## src/rtl/cpu_types_pkg.sv

```systemverilog
// cpu_types_pkg: shared types for the pipelined core.
//   word_t         32-bit machine word / address
//   fetch_state_t  fetch FSM states (FETCH, DROP, HALTED)
//   fetch_entry_t  one fetch-queue entry {instr, pc_4}
package cpu_types_pkg;

  typedef logic [31:0] word_t;

  typedef enum logic [1:0] {
    FETCH  = 2'd0,
    DROP   = 2'd1,
    HALTED = 2'd2
  } fetch_state_t;

  typedef struct packed {
    word_t instr;
    word_t pc_4;
  } fetch_entry_t;

  localparam word_t WORD_BYTES = 32'd4;

  // Sequential PC step. Wraps modulo 2^32.
  function automatic word_t pc_plus4(input word_t pc);
    return pc + WORD_BYTES;
  endfunction

endpackage

```

## src/rtl/fetch_queue.sv

```systemverilog
// fetch_queue: synchronous FIFO of fetched {instr, pc_4} entries.
// Ports:
//   CLK, nRST  clock / async active-low reset
//   enq        push wdata (ignored when full or flushing)
//   deq        pop head (ignored when empty or flushing)
//   flush      drop all entries this cycle
//   wdata      entry to push
//   count      occupancy 0..QDEPTH
//   head       oldest entry (raw storage; undefined while empty)
//   full       count == QDEPTH
//   empty      count == 0
module fetch_queue
  import cpu_types_pkg::*;
#(
  parameter int QDEPTH = 2,
  localparam int PW = (QDEPTH > 1) ? $clog2(QDEPTH) : 1,
  localparam int CW = $clog2(QDEPTH + 1)
) (
  input  logic          CLK,
  input  logic          nRST,
  input  logic          enq,
  input  logic          deq,
  input  logic          flush,
  input  fetch_entry_t  wdata,
  output logic [CW-1:0] count,
  output fetch_entry_t  head,
  output logic          full,
  output logic          empty
);

  fetch_entry_t   mem_q [QDEPTH];
  logic [PW-1:0]  rd_ptr_q, rd_ptr_d;
  logic [PW-1:0]  wr_ptr_q, wr_ptr_d;
  logic [CW-1:0]  count_q, count_d;
  logic           do_enq, do_deq;

  assign full   = (count_q == CW'(QDEPTH));
  assign empty  = (count_q == '0);
  assign count  = count_q;
  assign head   = mem_q[rd_ptr_q];

  assign do_enq = enq & ~full  & ~flush;
  assign do_deq = deq & ~empty & ~flush;

  // QDEPTH is a power of two, so pointers wrap by plain overflow.
  always_comb begin
    rd_ptr_d = rd_ptr_q;
    wr_ptr_d = wr_ptr_q;
    count_d  = count_q;
    if (flush) begin
      rd_ptr_d = '0;
      wr_ptr_d = '0;
      count_d  = '0;
    end else begin
      if (do_enq) wr_ptr_d = wr_ptr_q + PW'(1);
      if (do_deq) rd_ptr_d = rd_ptr_q + PW'(1);
      case ({do_enq, do_deq})
        2'b10:   count_d = count_q + CW'(1);
        2'b01:   count_d = count_q - CW'(1);
        default: count_d = count_q;
      endcase
    end
  end

  always_ff @(posedge CLK or negedge nRST) begin
    if (!nRST) begin
      rd_ptr_q <= '0;
      wr_ptr_q <= '0;
      count_q  <= '0;
    end else begin
      rd_ptr_q <= rd_ptr_d;
      wr_ptr_q <= wr_ptr_d;
      count_q  <= count_d;
    end
  end

  // Storage needs no reset: occupancy gates every read.
  always_ff @(posedge CLK) begin
    if (do_enq) mem_q[wr_ptr_q] <= wdata;
  end

endmodule

```

## src/rtl/fetch_unit.sv

```systemverilog
// fetch_unit: instruction fetch stage feeding the IF/ID register.
// Owns the PC, issues icache reads, buffers returned words with PC+4,
// and handles redirects (incl. draining an in-flight miss) and halt.
// Ports:
//   CLK, nRST       clock / async active-low reset
//   iREN, iaddr     icache read request and word address
//   ihit, iload     icache response strobe and data
//   stall           IF/ID holding; head is not consumed
//   redirect,
//   redirect_addr   taken branch/jump target (flushes the queue)
//   halt            stop fetching until reset
//   valid_out       queue head valid
//   instr_out       head instruction (0 when empty)
//   pc_4_out        head PC+4 (0 when empty)
module fetch_unit
  import cpu_types_pkg::*;
#(
  parameter word_t PC_INIT = 32'h0000_0000,
  parameter int    QDEPTH  = 2
) (
  input  logic  CLK,
  input  logic  nRST,
  output logic  iREN,
  output word_t iaddr,
  input  logic  ihit,
  input  word_t iload,
  input  logic  stall,
  input  logic  redirect,
  input  word_t redirect_addr,
  input  logic  halt,
  output logic  valid_out,
  output word_t instr_out,
  output word_t pc_4_out
);

  localparam int CW = $clog2(QDEPTH + 1);

  fetch_state_t   state_q, state_d;
  word_t          pc_q, pc_d;
  word_t          saved_q, saved_d;

  logic           q_enq, q_deq, q_flush;
  logic           q_full, q_empty;
  logic [CW-1:0]  q_count;
  fetch_entry_t   q_head, q_wdata;
  word_t          drop_target;

  fetch_queue #(.QDEPTH(QDEPTH)) u_queue (
    .CLK   (CLK),
    .nRST  (nRST),
    .enq   (q_enq),
    .deq   (q_deq),
    .flush (q_flush),
    .wdata (q_wdata),
    .count (q_count),
    .head  (q_head),
    .full  (q_full),
    .empty (q_empty)
  );

  // In DROP the request must stay up until the abandoned miss returns,
  // regardless of queue occupancy (the queue is empty there anyway).
  always_comb begin
    iREN = 1'b0;
    case (state_q)
      FETCH:   iREN = ~q_full;
      DROP:    iREN = 1'b1;
      default: iREN = 1'b0;
    endcase
  end

  assign iaddr     = pc_q;
  assign valid_out = (q_count != '0);
  assign instr_out = q_empty ? '0 : q_head.instr;
  assign pc_4_out  = q_empty ? '0 : q_head.pc_4;

  assign q_wdata = '{instr: iload, pc_4: pc_plus4(pc_q)};
  assign q_enq   = (state_q == FETCH) & iREN & ihit & ~redirect & ~halt;
  // Halt flushes from any state; redirect is ignored once halted.
  assign q_flush = halt | (redirect & (state_q != HALTED));
  assign q_deq   = valid_out & ~stall & ~q_flush;

  // A redirect arriving while draining replaces the pending target.
  assign drop_target = redirect ? redirect_addr : saved_q;

  always_comb begin
    state_d = state_q;
    pc_d    = pc_q;
    saved_d = saved_q;
    if (halt) begin
      state_d = HALTED;
    end else begin
      case (state_q)
        FETCH: begin
          if (redirect) begin
            if (iREN && !ihit) begin
              saved_d = redirect_addr;
              state_d = DROP;
            end else begin
              pc_d = redirect_addr;
            end
          end else if (q_enq) begin
            pc_d = pc_plus4(pc_q);
          end
        end
        DROP: begin
          if (ihit) begin
            pc_d    = drop_target;
            state_d = FETCH;
          end else begin
            saved_d = drop_target;
          end
        end
        default: state_d = HALTED;
      endcase
    end
  end

  always_ff @(posedge CLK or negedge nRST) begin
    if (!nRST) begin
      state_q <= FETCH;
      pc_q    <= PC_INIT;
      saved_q <= '0;
    end else begin
      state_q <= state_d;
      pc_q    <= pc_d;
      saved_q <= saved_d;
    end
  end

endmodule
```

## config.mk

```make
export PLATFORM = sky130hd
export DESIGN_NAME = fetch_unit
export DESIGN_NICKNAME = d
export VERILOG_FILES = /design/src/rtl/cpu_types_pkg.sv /design/src/rtl/fetch_queue.sv /design/src/rtl/fetch_unit.sv
export SDC_FILE = /design/constraint.sdc
export NUM_CORES = 1
export LEC_CHECK = 0
export CAP_MARGIN = 30
export CORE_MARGIN = 2
export CORE_UTILIZATION = 52
export CTS_CLUSTER_SIZE = 40
export DETAILED_ROUTE_END_ITERATION = 6
export MAX_ROUTING_LAYER = met4
export PLACE_DENSITY = 0.8
export SLEW_MARGIN = 15
export SYNTH_ARGS = -nofsm -noshare
export SYNTH_HDL_FRONTEND = slang
export SYNTH_SLANG_ARGS = --single-unit
```

## constraint.sdc

```tcl
create_clock -name CLK -period 4.8 [get_ports CLK]
set_input_delay 0.96 -clock CLK [delete_from_list [all_inputs] [get_ports CLK]]
set_output_delay 0.96 -clock CLK [all_outputs]
set_load 0.005 [all_outputs]
```

### Word-level counts from Yosys, hierarchy flattened

Memory sizes are Yosys's and may differ from the RTL's.
Index checks and enable logic that the tools add are counted.
W data, S select, Z words.

* multiplexer cells: 26
* bitwise operators: 18
* equality and inequality tests: 14
* add/sub/neg operators: 5
* reductions and logical operators: 12

Operators with widths (count)
* $mux W32: 10
* $pmux W32 S2: 2
* $add A32 B3 Y32 const B: 1
* $and A1 B1 Y1: 11
* $mux W2: 5
* $reduce_and A5 Y1: 2
* $ne A3 B3 Y1 const B: 3
* $ne A2 B2 Y1 const B: 4
* $pmux W2 S2: 2
* $reduce_bool A2 Y1: 4
* $mux W1: 6
* $ne A3 B2 Y1 const B: 2
* $not A1 Y1: 6
* $eq A2 B1 Y1 const B: 2
* $eq A2 B2 Y1 const B: 2
* $logic_not A2 Y1: 2
* $reduce_and A3 Y1: 1
* $reduce_bool A3 Y1: 1
* $add A1 B1 Y1 const B: 2
* $add A2 B1 Y2 const B: 1
* $ne A2 B1 Y1 const B: 1
* $pmux W1 S2: 1
* $sub A2 B1 Y2 const B: 1
* $logic_and A1 B1 Y1: 1
* other kinds (2): 2

* input bits: 70
* memories: 1
* memory bits (writable): 128
* logic and storage cells: 82
* output and inout port bits: 98
* register bits: 70

Memories
* u_queue.mem_q: words 2, width 64, rd ports 1, clocked after memory_dff 0, write ports 1, line fetch_queue.sv:31 `fetch_entry_t mem_q [QDEPTH];`

### Longest topological paths before layout

Gate-level depths: netlist of run 1.

* word-level depth: 12
* gate-level depth with buffers: 8
* depth with buffers taken out: 6

### Hierarchy

Synthesis of run 1 repeated with hierarchy kept, for this count alone.

* cells, all modules: 683
* area, all modules: 9077.5 um2

Modules (own cells, without submodules)
* fetch_queue: area each 4818.4 um2, instances 1, cells an instance 224, sequential area each 3943.8 um2
* fetch_unit: area each 4259.1 um2, instances 1, cells an instance 459, sequential area each 1651.6 um2

### Worst setup path after synthesis of run 1

No wires, ideal clock.

* path type: input port to flip-flop
* start: input port halt
* end: memory u_queue.mem_q[1][0] (netlist name), enable pin
* data required time: 4313 ps
* stages: 3
* arrival time: 4162 ps
* path buffers: 0
* path slack: 151 ps
* setup time: 487 ps
* path through: nor3b_1 -> nand3_1 -> nor2_1

* longest elaborated chain between the ends: 6
* elaborated cells on any way between the ends: 8
* those cells by class: 2 x mux; 6 x bitwise

Ends and longest elaborated chain
* from (decl): line fetch_unit.sv:30 `input logic halt,`
* $not A1 Y1 (no line)
* $and A1 B1 Y1: line fetch_unit.sv:78 `assign q_enq = (state_q == FETCH) & iREN & ihit & ~redirect & ~halt;`
* $and A1 B1 Y1: line fetch_queue.sv:42 `assign do_enq = enq & ~full & ~flush;`
* $and A1 B1 Y1 (*): line fetch_queue.sv:42
* $mux W1 (*): line fetch_queue.sv:79 `if (do_enq) mem_q[wr_ptr_q] <= wdata;`
* $mux W1 (implied by the code) (*): line fetch_queue.sv:79
* to (decl): line fetch_queue.sv:31

Every way passes the cells marked *; elsewhere a longest branch is shown, timed or not.

### Final worst setup path of run 1

* start: register u_queue.count_q[0], in the netlist u_queue.count[0]
* end: output port pc_4_out[21]

* longest elaborated chain between the ends: 2

Ends and longest elaborated chain
* from (decl): line fetch_queue.sv:34 `logic [CW-1:0] count_q, count_d;`
* from (signal assigned): line fetch_queue.sv:73 `count_q <= count_d;`
* $logic_not A2 Y1: line fetch_queue.sv:38 `assign empty = (count_q == '0);`
* $mux W32: line fetch_unit.sv:75 `assign pc_4_out = q_empty ? '0 : q_head.pc_4;`
* to (decl): line fetch_unit.sv:33 `output word_t pc_4_out`

No other way between the ends.

==> impl_metrics.toml, run 1 <==
[run_status]
outcome = "complete, no violations"

[drt]
vias = 5991
routedWlPerCell_um = 17.6
avgViaCountPerCell = 5.45
drtAntennaViolNets = 0
drcViolationCount = 0
drtPass1Iterations = 4
drtIter0Drc = 505
wl_mm = 19.4

[timing]
timing.setup.tns_ns = 0
finalHoldViolations = 0
timing_worst_slew_pin_value_ns = 0.695
min_period_over_period_pct = 70.9
max_freq_mhz = 294
relSlewSlack_pct = 53.6
finClkSkew_ns = 0.00868
fin_crit_ns = 3.40
rsz0062_at_grt = "false"
holdWs_ns = 0.379
slew_viol_final = 0
finalSetupViolations = 0

[yosys]
synthTopCellsByCount = "edfxtp_1 (128), nor2_1 (99), mux2i_1 (85)"
synth_area_per_cell_um2 = 12.7
yosysTopAreaCellShare_pct = 42.8
seq_area_frac_synth_pct = 62.3
ys_ff_latch = 198
ys.flop_type = "edfxtp_1"
synthTopCellsByArea = "edfxtp_1 (43%), dfrtp_1 (19%), mux2i_1 (9.5%)"
async_flop_share_pct = 35.4
synth.most_common_cell = "edfxtp_1"
yosysWarnings = 0
syn_nets = 777
ys_types = 58
synth_edf_count = 128
synth_area_um2 = 8980
syn_inst = 706
yosys.area.top_type = "edfxtp_1"

[power]
leakagePower_nw = 4.03
ir_worst_vdd_mv = 0.258
p_per_area_nw_per_um2 = 307

[clock_tree]
root_buffer = "clkbuf_16"
clkTransAtPathRegs_ns = 0.07
cts_tree = "built"
holdBufCountCts = 0
htreeDepth = 4
clock_sinks = 198
clock_latency_ns = 0.43
cts_resized = 0
cts_setup_buffers = 0
cts_buffer_depth = 2
cts_buffers = 17

[floorplanning]
die_h_um = 135
io_pins = 168
core_um2 = 17100
placement_rows = 48
initial_utilization_pct = 52.5
dieArea_um2 = 18300
die_w_um = 135

[global_route]
grt_pass1_vias = 5771
antenna_found_initial = 0
grt_pass1_wl_mm = 30.4
grt_max_degree = 53
gr-total-overflow = 0
grt.total_usage_pct = 22.5

[placed_design]
place_hpwl_mm = 13.3
place_inst = 1066
port_buffers = 167
gp_congestion = 0.855

[critical_path]
slowest_delay_ns = 0.53
cp_max_fo = 52
worst_path_max_delay_cell = "buf_4"
worst_setup_path_end_kind = "primary output"
cp_cell_sequence = "nor2_4 -> buf_4 -> nor2_1 -> clkdlybuf4s50_1"
required_ns = 3.84
criticalPathCategory = "flop to primary output"
critPathArrivalTime_ns = 2.44
start_kind = "flop"

[run]
maxCapViolCount = 0

[finish]
insertedDiodeCount = 0
syn2layout_area_growth_pct = 27.8
layout.nets = 932
instances_no_fill = 1099
final_layout_size_suffix_gt1_share_pct = 10.8

[worst_hold_path]
hold_class = "input port to asynchronous set/reset pin"
[state kept, by name, indices dropped and copies added, names as in the netlist]
signal	count
u_queue.mem_q	128
state_q	2
iaddr	32
u_queue.wr_ptr_q	1
u_queue.count	2
u_queue.rd_ptr_q	1
saved_q	32
[layout by cell type, fill, tap and decap left out, types with 3 or more instances in the layout]
cell type          n
o22ai_1            8
a2bb2oi_1         13
clkbuf_16         17
nor2_1            95
nor3_1             4
nor2_4             5
buf_12             4
nor2b_1            3
nand3_1           15
mux2i_1           84
o31ai_1            3
a31oi_1            4
nand4_1            7
o21ai_0           24
and3_1             7
buf_4              6
xnor2_1           21
a21oi_1           43
clkinv_4           5
o22a_1             3
inv_6              5
nand2b_1           6
nand2_1           37
inv_1              8
xor2_1             8
clkinvlp_4         3
mux2_2            28
clkdlybuf4s50_1  166
dfrtp_1           69
edfxtp_1         128
[power breakdown]
group | total (mW) | internal [mW] | switching, mW
Clock | 1.36 | 0.726 | 0.633
Sequential | 1.92 | 1.86 | 0.0560
Combinational | 0.249 | 0.144 | 0.105
[layer usage]
layer | track usage [%] | part of all wire, % | vias to the layer above
li1 | - | - | 2900
met1 | 30.0 | 45 | 2874
met2 | 34.8 | 48 | 183
met3 | 4.45 | 5.3 | 34
met4 | 8.10 | 2.2 | 0
met5 | - | 0 | -
[through the flow]
step | util [%] | worst slack (ns) | area [um2] | power (mW)
CTS | 67.0 | 1.36 | 11500 | 3.54
floorplan | - | 0.151 | 8980 | 2.03
global placement | 63.4 | 1.17 | 10800 | 2.18
global route | 67.1 | 1.26 | 11500 | 3.63
detailed placement | 63.6 | 1.10 | 10900 | 2.20
finish | 67.1 | 1.40 | 11500 | 3.52
[kinds of logic (layout without fill, tap and decap cells)]
family | after synthesis | in the layout | synth area share [%]
compound gates | 111 | 111 | 7.58
fa+ha+maj | 1 | 1 | 0.139
xor+xnor | 29 | 29 | 2.83
mux | 113 | 113 | 13.0
buf+inv | 50 | 218 | 2.90
flops | 198 | 198 | 62.3
simple gates | 204 | 204 | 11.3
[path summary, 6_finish.rpt]
| path | cells past startpoint | end | start | slack, ns |
|---|---|---|---|---|
| worst min-delay path | 1 | iaddr[13] | nRST | 0.38 |
| worst max register to register | 4 | u_queue.mem_q[0][40] | state_q[1] | 2.13 |
| worst max-delay path | 4 | pc_4_out[21] | u_queue.count[0] | 1.40 |
| min in group CLK | 1 | saved_q[27] | saved_q[27] | 0.51 |
| worst min register to register | 1 | saved_q[27] | saved_q[27] | 0.51 |
| max in group asynchronous | 2 | saved_q[20] | nRST | 3.75 |
[worst max-delay path: cells and delay by family, from the launching register on]
kind / cells / cell delay, ns
flops: 1 / 0.46
buf+inv: 2 / 1.01
simple gates: 2 / 0.52
[cell type report]
cell class,instances,area [um2]
Fill cell,1279,5630
Sequential cell,198,5600
Multi-Input combinational cell,458,3180
Timing Repair Buffer,178,1820
Clock buffer,17,425
Tap cell,225,282
Clock inverter,15,145
Inverter,8,30.0
(Power assumes the default switching activity.)
==> inputs of run 2 (changes only) <==
--- a/config.mk
+++ b/config.mk
@@ -7,11 +7,11 @@
 export LEC_CHECK = 0
 export CAP_MARGIN = 30
 export CORE_MARGIN = 2
-export CORE_UTILIZATION = 52
+export CORE_UTILIZATION = 47
 export CTS_CLUSTER_SIZE = 40
 export DETAILED_ROUTE_END_ITERATION = 6
 export MAX_ROUTING_LAYER = met4
-export PLACE_DENSITY = 0.8
+export PLACE_DENSITY = 0.76
 export SLEW_MARGIN = 15
 export SYNTH_ARGS = -nofsm -noshare
 export SYNTH_HDL_FRONTEND = slang
==> constraint.sdc (replaced) <==
create_clock -name CLK -period 3.07 [get_ports CLK]
set_input_delay 0.614 -clock CLK [delete_from_list [all_inputs] [get_ports CLK]]
set_output_delay 0.614 -clock CLK [all_outputs]
set_load 0.005 [all_outputs]
==> run 2 against run 1 <==
  * Global-route usage decreased by 1.7 points
  * Hold slack got worse by 0.17 ns
  * Total power increased by 65%
  * Sequential power increased by 56%
  * Sequential share of layout area decreased by 0.88 points
  * Core utilization decreased by 4.6 points
  * Cell area increased by 1.8%
  * Critical path depth unchanged
  * Clock power increased by 79%
  * Clock skew decreased by 0.0024 ns
  * Non-clock buffer count increased by 12
==> impl_metrics.toml, run 2 (synthesis results as in run 1) <==
[critical_path]
start_kind = "flop"
critPathArrivalTime_ns = 2.22
required_ns = 2.46
rr_worst_depth = 6
worst_setup_path_end_kind = "primary output"
cp_max_fo = 22
criticalPathCategory = "flop to primary output"

[power]
ir_worst_vdd_mv = 0.435
leakagePower_nw = 4.14
p_per_area_nw_per_um2 = 497

[timing]
min_period_over_period_pct = 92.3
max_freq_mhz = 353
timing_worst_slew_pin_value_ns = 0.669
relSlewSlack_pct = 55.4
finClkSkew_ns = 0.00633
slew_viol_final = 0
finalSetupViolations = 0
finalHoldViolations = 0
fin_crit_ns = 2.83
rsz0062_at_grt = "false"

[worst_hold_path]
hold_class = "input port to asynchronous set/reset pin"

[floorplanning]
die_w_um = 142
io_pins = 168
die_h_um = 142
core_um2 = 18700
initial_utilization_pct = 48.0
placement_rows = 50
dieArea_um2 = 20200

[global_route]
gr-usage-met2_pct = 31.8
grt_util_met3_pct = 4.51
grt_pass1_wl_mm = 31.3
grt.total_usage_pct = 20.8
grt_use_met1_pct = 28.3
gr-total-overflow = 0
antenna_found_initial = 0
top_usage_layer = "met2"
grt_max_degree = 58
grt_pass1_vias = 5765

[placed_design]
port_buffers = 167
place_inst = 1087
gp_congestion = 0.831
place_hpwl_mm = 13.8

[clock_tree]
cts_buffer_depth = 2
clkTransAtPathRegs_ns = 0.07
root_buffer = "clkbuf_16"
cts_buffers = 17
htreeDepth = 4
holdBufCountCts = 0
cts_tree = "built"
clock_latency_ns = 0.43
clock_sinks = 198

[finish]
layout.nets = 944
instances_no_fill = 1120
fin_util_pct = 62.5
final_layout_size_suffix_gt1_share_pct = 11.9
layout_commonest_cell = "clkdlybuf4s50_1"
insertedDiodeCount = 0
largest_reg_flops = 128
final_cell_mix = "clkdlybuf4s50_1 (166), edfxtp_1 (128), nor2_1 (95)"
syn2layout_area_growth_pct = 30.2
top_register = "u_queue.mem_q"

[drt]
routedWlPerCell_um = 18.0
drtAntennaViolNets = 0
avgViaCountPerCell = 5.46
vias = 6112
drcViolationCount = 0
drtPass1Iterations = 5
drtIter0Drc = 437
wl_mm = 20.1

[run_status]
outcome = "complete, no violations"

[run]
maxCapViolCount = 0
## run 2: power by group
part	internal (mW)	switching, mW	leakage [nW]	total (mW)
Clock	1.45	0.976	0.316	2.43
Combinational	0.225	0.166	1.76	0.392
Sequential	2.91	0.0839	2.07	2.99
Total	4.59	1.23	4.14	5.81
## run 2: final cells by class
| class | instances | area (um2) |
|---|---|---|
| clock inverters | 15 | 224 |
| fillers | 1489 | 7010 |
| clock buffers | 17 | 425 |
| well taps | 234 | 293 |
| flip-flops and latches | 198 | 5600 |
| inverters | 8 | 30.0 |
| multi-input cells | 458 | 3180 |
| repair buffers | 190 | 1940 |
## run 2: critical path: stages, from the launching register on
cell and delay (ns):
dfrtp_1 0.47, nor2_4 0.43, buf_4 0.34, nor2_1 0.09, clkdlybuf4s50_1 0.45
## run 2: worst paths after layout
check / startpoint / to / slack, ns
worst max-delay path: u_queue.count[0] / instr_out[21] / 0.24
worst min-delay path: nRST / saved_q[7] / 0.21
worst max register to register: iaddr[2] / iaddr[28] / 0.85
worst min register to register: iaddr[1] / u_queue.mem_q[0][1] / 0.50
max in group asynchronous: nRST / u_queue.rd_ptr_q / 2.17
min in group CLK: iaddr[1] / u_queue.mem_q[0][1] / 0.50
## run 2: metrics by stage
step                setup TNS, ns  area, um2  worst slack (ns)  power, mW  hold slack, ns
finish                          0      11700             0.237       5.81           0.212
global route                    0      11700            0.0914       5.99           0.241
CTS                             0      11700            0.0759       5.85           0.217
detailed placement              0      11000             0.332       3.43           0.490
global placement                0      11000             0.379       3.42           0.480
floorplan                  -23.28       8990            -0.190       3.18           0.318
## run 2: repair_timing
| action | 4_1_cts | 5_1_grt |
|---|---|---|
| setup endpoints to repair | 0 | 2 |
| buffers inserted | 0 | 1 |
| resized for setup | 0 | 0 |
## run 2: per-layer routing
layer | share of wire (%) | up-vias
met1 | 44 | 2958
met2 | 47 | 210
met5 | 0 | -
li1 | - | 2915
met4 | 1.9 | 0
met3 | 6.4 | 29
==> inputs of run 3 (changes only) <==
--- a/config.mk
+++ b/config.mk
@@ -6,6 +6,7 @@
 export NUM_CORES = 1
 export LEC_CHECK = 0
 export CAP_MARGIN = 30
+export CORE_ASPECT_RATIO = 0.8
 export CORE_MARGIN = 2
 export CORE_UTILIZATION = 47
 export CTS_CLUSTER_SIZE = 40
==> run 3 against run 2 <==
  * Count of clock-buffer cells in the layout stayed put
  * Sequential power about the same
  * Critical path depth unchanged
==> impl_metrics.toml, run 3 (synthesis results as in run 1) <==
[finish]
layout_commonest_cell = "clkdlybuf4s50_1"
instances_no_fill = 1143
final_layout_size_suffix_gt1_share_pct = 11.4
multiInputGateArea_um2 = 3180
fin_util_pct = 61.7
fill_cells = 1467
top_register = "u_queue.mem_q"
syn2layout_area_growth_pct = 29.5
layout.nets = 941
largest_reg_flops = 128
regArea_um2 = 5600
final_cell_mix = "clkdlybuf4s50_1 (166), edfxtp_1 (128), nor2_1 (95)"

[timing]
fin_crit_ns = 2.86
relSlewSlack_pct = 54.1
finClkSkew_ns = 0.0122
slew_viol_final = 0
min_period_over_period_pct = 93.0
finalSetupViolations = 0
finalHoldViolations = 0
max_freq_mhz = 350
timing_worst_slew_pin_value_ns = 0.674
rsz0062_at_grt = "false"
holdWs_ns = 0.507
timing.setup.tns_ns = 0

[global_route]
grt_max_degree = 68
antenna_found_initial = 1
gr-total-overflow = 0
gr-usage-met2_pct = 29.9
grt_pass1_vias = 5655
grt_util_met3_pct = 5.31
grt.total_usage_pct = 21.3
top_usage_layer = "met1"
grt_use_met1_pct = 31.6
grt_pass1_wl_mm = 31.6

[critical_path]
critPathArrivalTime_ns = 2.24
required_ns = 2.46
criticalPathCategory = "flop to primary output"
cp_max_fo = 31
worst_setup_path_end_kind = "primary output"
start_kind = "flop"
slowest_delay_ns = 0.69
worst_path_max_delay_cell = "dfrtp_4"
cp_cell_sequence = "buf_12 -> mux2i_1 -> nor2_1 -> clkdlybuf4s50_1"

[drt]
drcViolationCount = 0
routedWlPerCell_um = 18.3
drtPass1Iterations = 5
wl_mm = 20.9
vias = 6157
drtAntennaViolNets = 0
drtIter0Drc = 512
avgViaCountPerCell = 5.39

[placed_design]
gp_congestion = 0.939
port_buffers = 167
place_hpwl_mm = 14.4
place_inst = 1108

[clock_tree]
cts_setup_buffers = 0
clock_latency_ns = 0.44
cts_buffers = 17
cts_tree = "built"
clkTransAtPathRegs_ns = 0.07
root_buffer = "clkbuf_16"
htreeDepth = 4
cts_resized = 0
cts_buffer_depth = 2
clock_sinks = 198

[floorplanning]
dieArea_um2 = 20200
placement_rows = 45
io_pins = 168
initial_utilization_pct = 47.6
core_um2 = 18900
die_w_um = 159
die_h_um = 128

[worst_hold_path]
hold_class = "flop to flop"

[power]
fin_total_pwr_mw = 5.63
p_per_area_nw_per_um2 = 484
ir_worst_vdd_mv = 0.391
leakagePower_nw = 4.10

[run_status]
outcome = "complete, no violations"

[run]
maxCapViolCount = 0
-- run 3: cell count changes in the layout (fill, tap and decap cells not counted), sizes merged --
cell and change:
buf -4, bufinv -3, clkinv +4, clkinvlp -1
diode +2, dlygate4sd3 +1
-- run 3: final timing paths --
check,from,end,slack (ns),cells after the start
worst max-delay path,u_queue.rd_ptr_q,instr_out[3],0.21,4
worst min-delay path,saved_q[14],saved_q[14],0.51,1
worst max register to register,iaddr[11],iaddr[23],0.90,5
worst min register to register,saved_q[14],saved_q[14],0.51,1
max in group asynchronous,nRST,iaddr[4],1.84,3
min in group asynchronous,nRST,saved_q[20],0.55,2
-- run 3: area by class of cell --
type | instances | share of cell area (%)
antenna | 2 | 0.0430
timing repair buffer | 187 | 16.3
tap | 258 | 2.78
clock inverter | 15 | 1.47
clock buffer | 17 | 3.66
multi-input combinational | 458 | 27.4
sequential | 198 | 48.1
inverter | 8 | 0.258
-- run 3: where the power goes --
| group | switching (mW) | internal, mW | total [mW] |
|---|---|---|---|
| Combinational | 0.172 | 0.225 | 0.397 |
| Sequential | 0.0861 | 2.91 | 2.99 |
| Clock | 1.02 | 1.22 | 2.24 |
| Total | 1.28 | 4.35 | 5.63 |
-- run 3: timing repair --
item | 4_1_cts | 5_1_grt
hold endpoints to repair | 1 | 0
endpoints found under the setup margin | 0 | 0
hold buffers | 1 | 0
-- run 3: worst max-delay path: cells and delay by family (launching register included) --
kind / cells / cell delay, ns
flops: 1 / 0.69
mux: 1 / 0.28
buf+inv: 2 / 0.76
simple gates: 1 / 0.06
-- run 3: stage by stage --
stage                     instance area [um2]  setup slack, ns
after floorplan                          8990           -0.190
after global placement                  11000            0.414
after detailed placement                11000            0.390
after CTS                               11600            0.178
after global routing                    11600            0.105
final                                   11600            0.214
-- run 3: routing by layer --
metal | share of wire [%] | routed length (um) | vias up
li1 | - | - | 2916
met1 | 48 | 9960 | 2987
met2 | 44 | 9170 | 239
met3 | 7.9 | 1650 | 15
met4 | 0.54 | 112 | 0
met5 | 0 | 0 | -
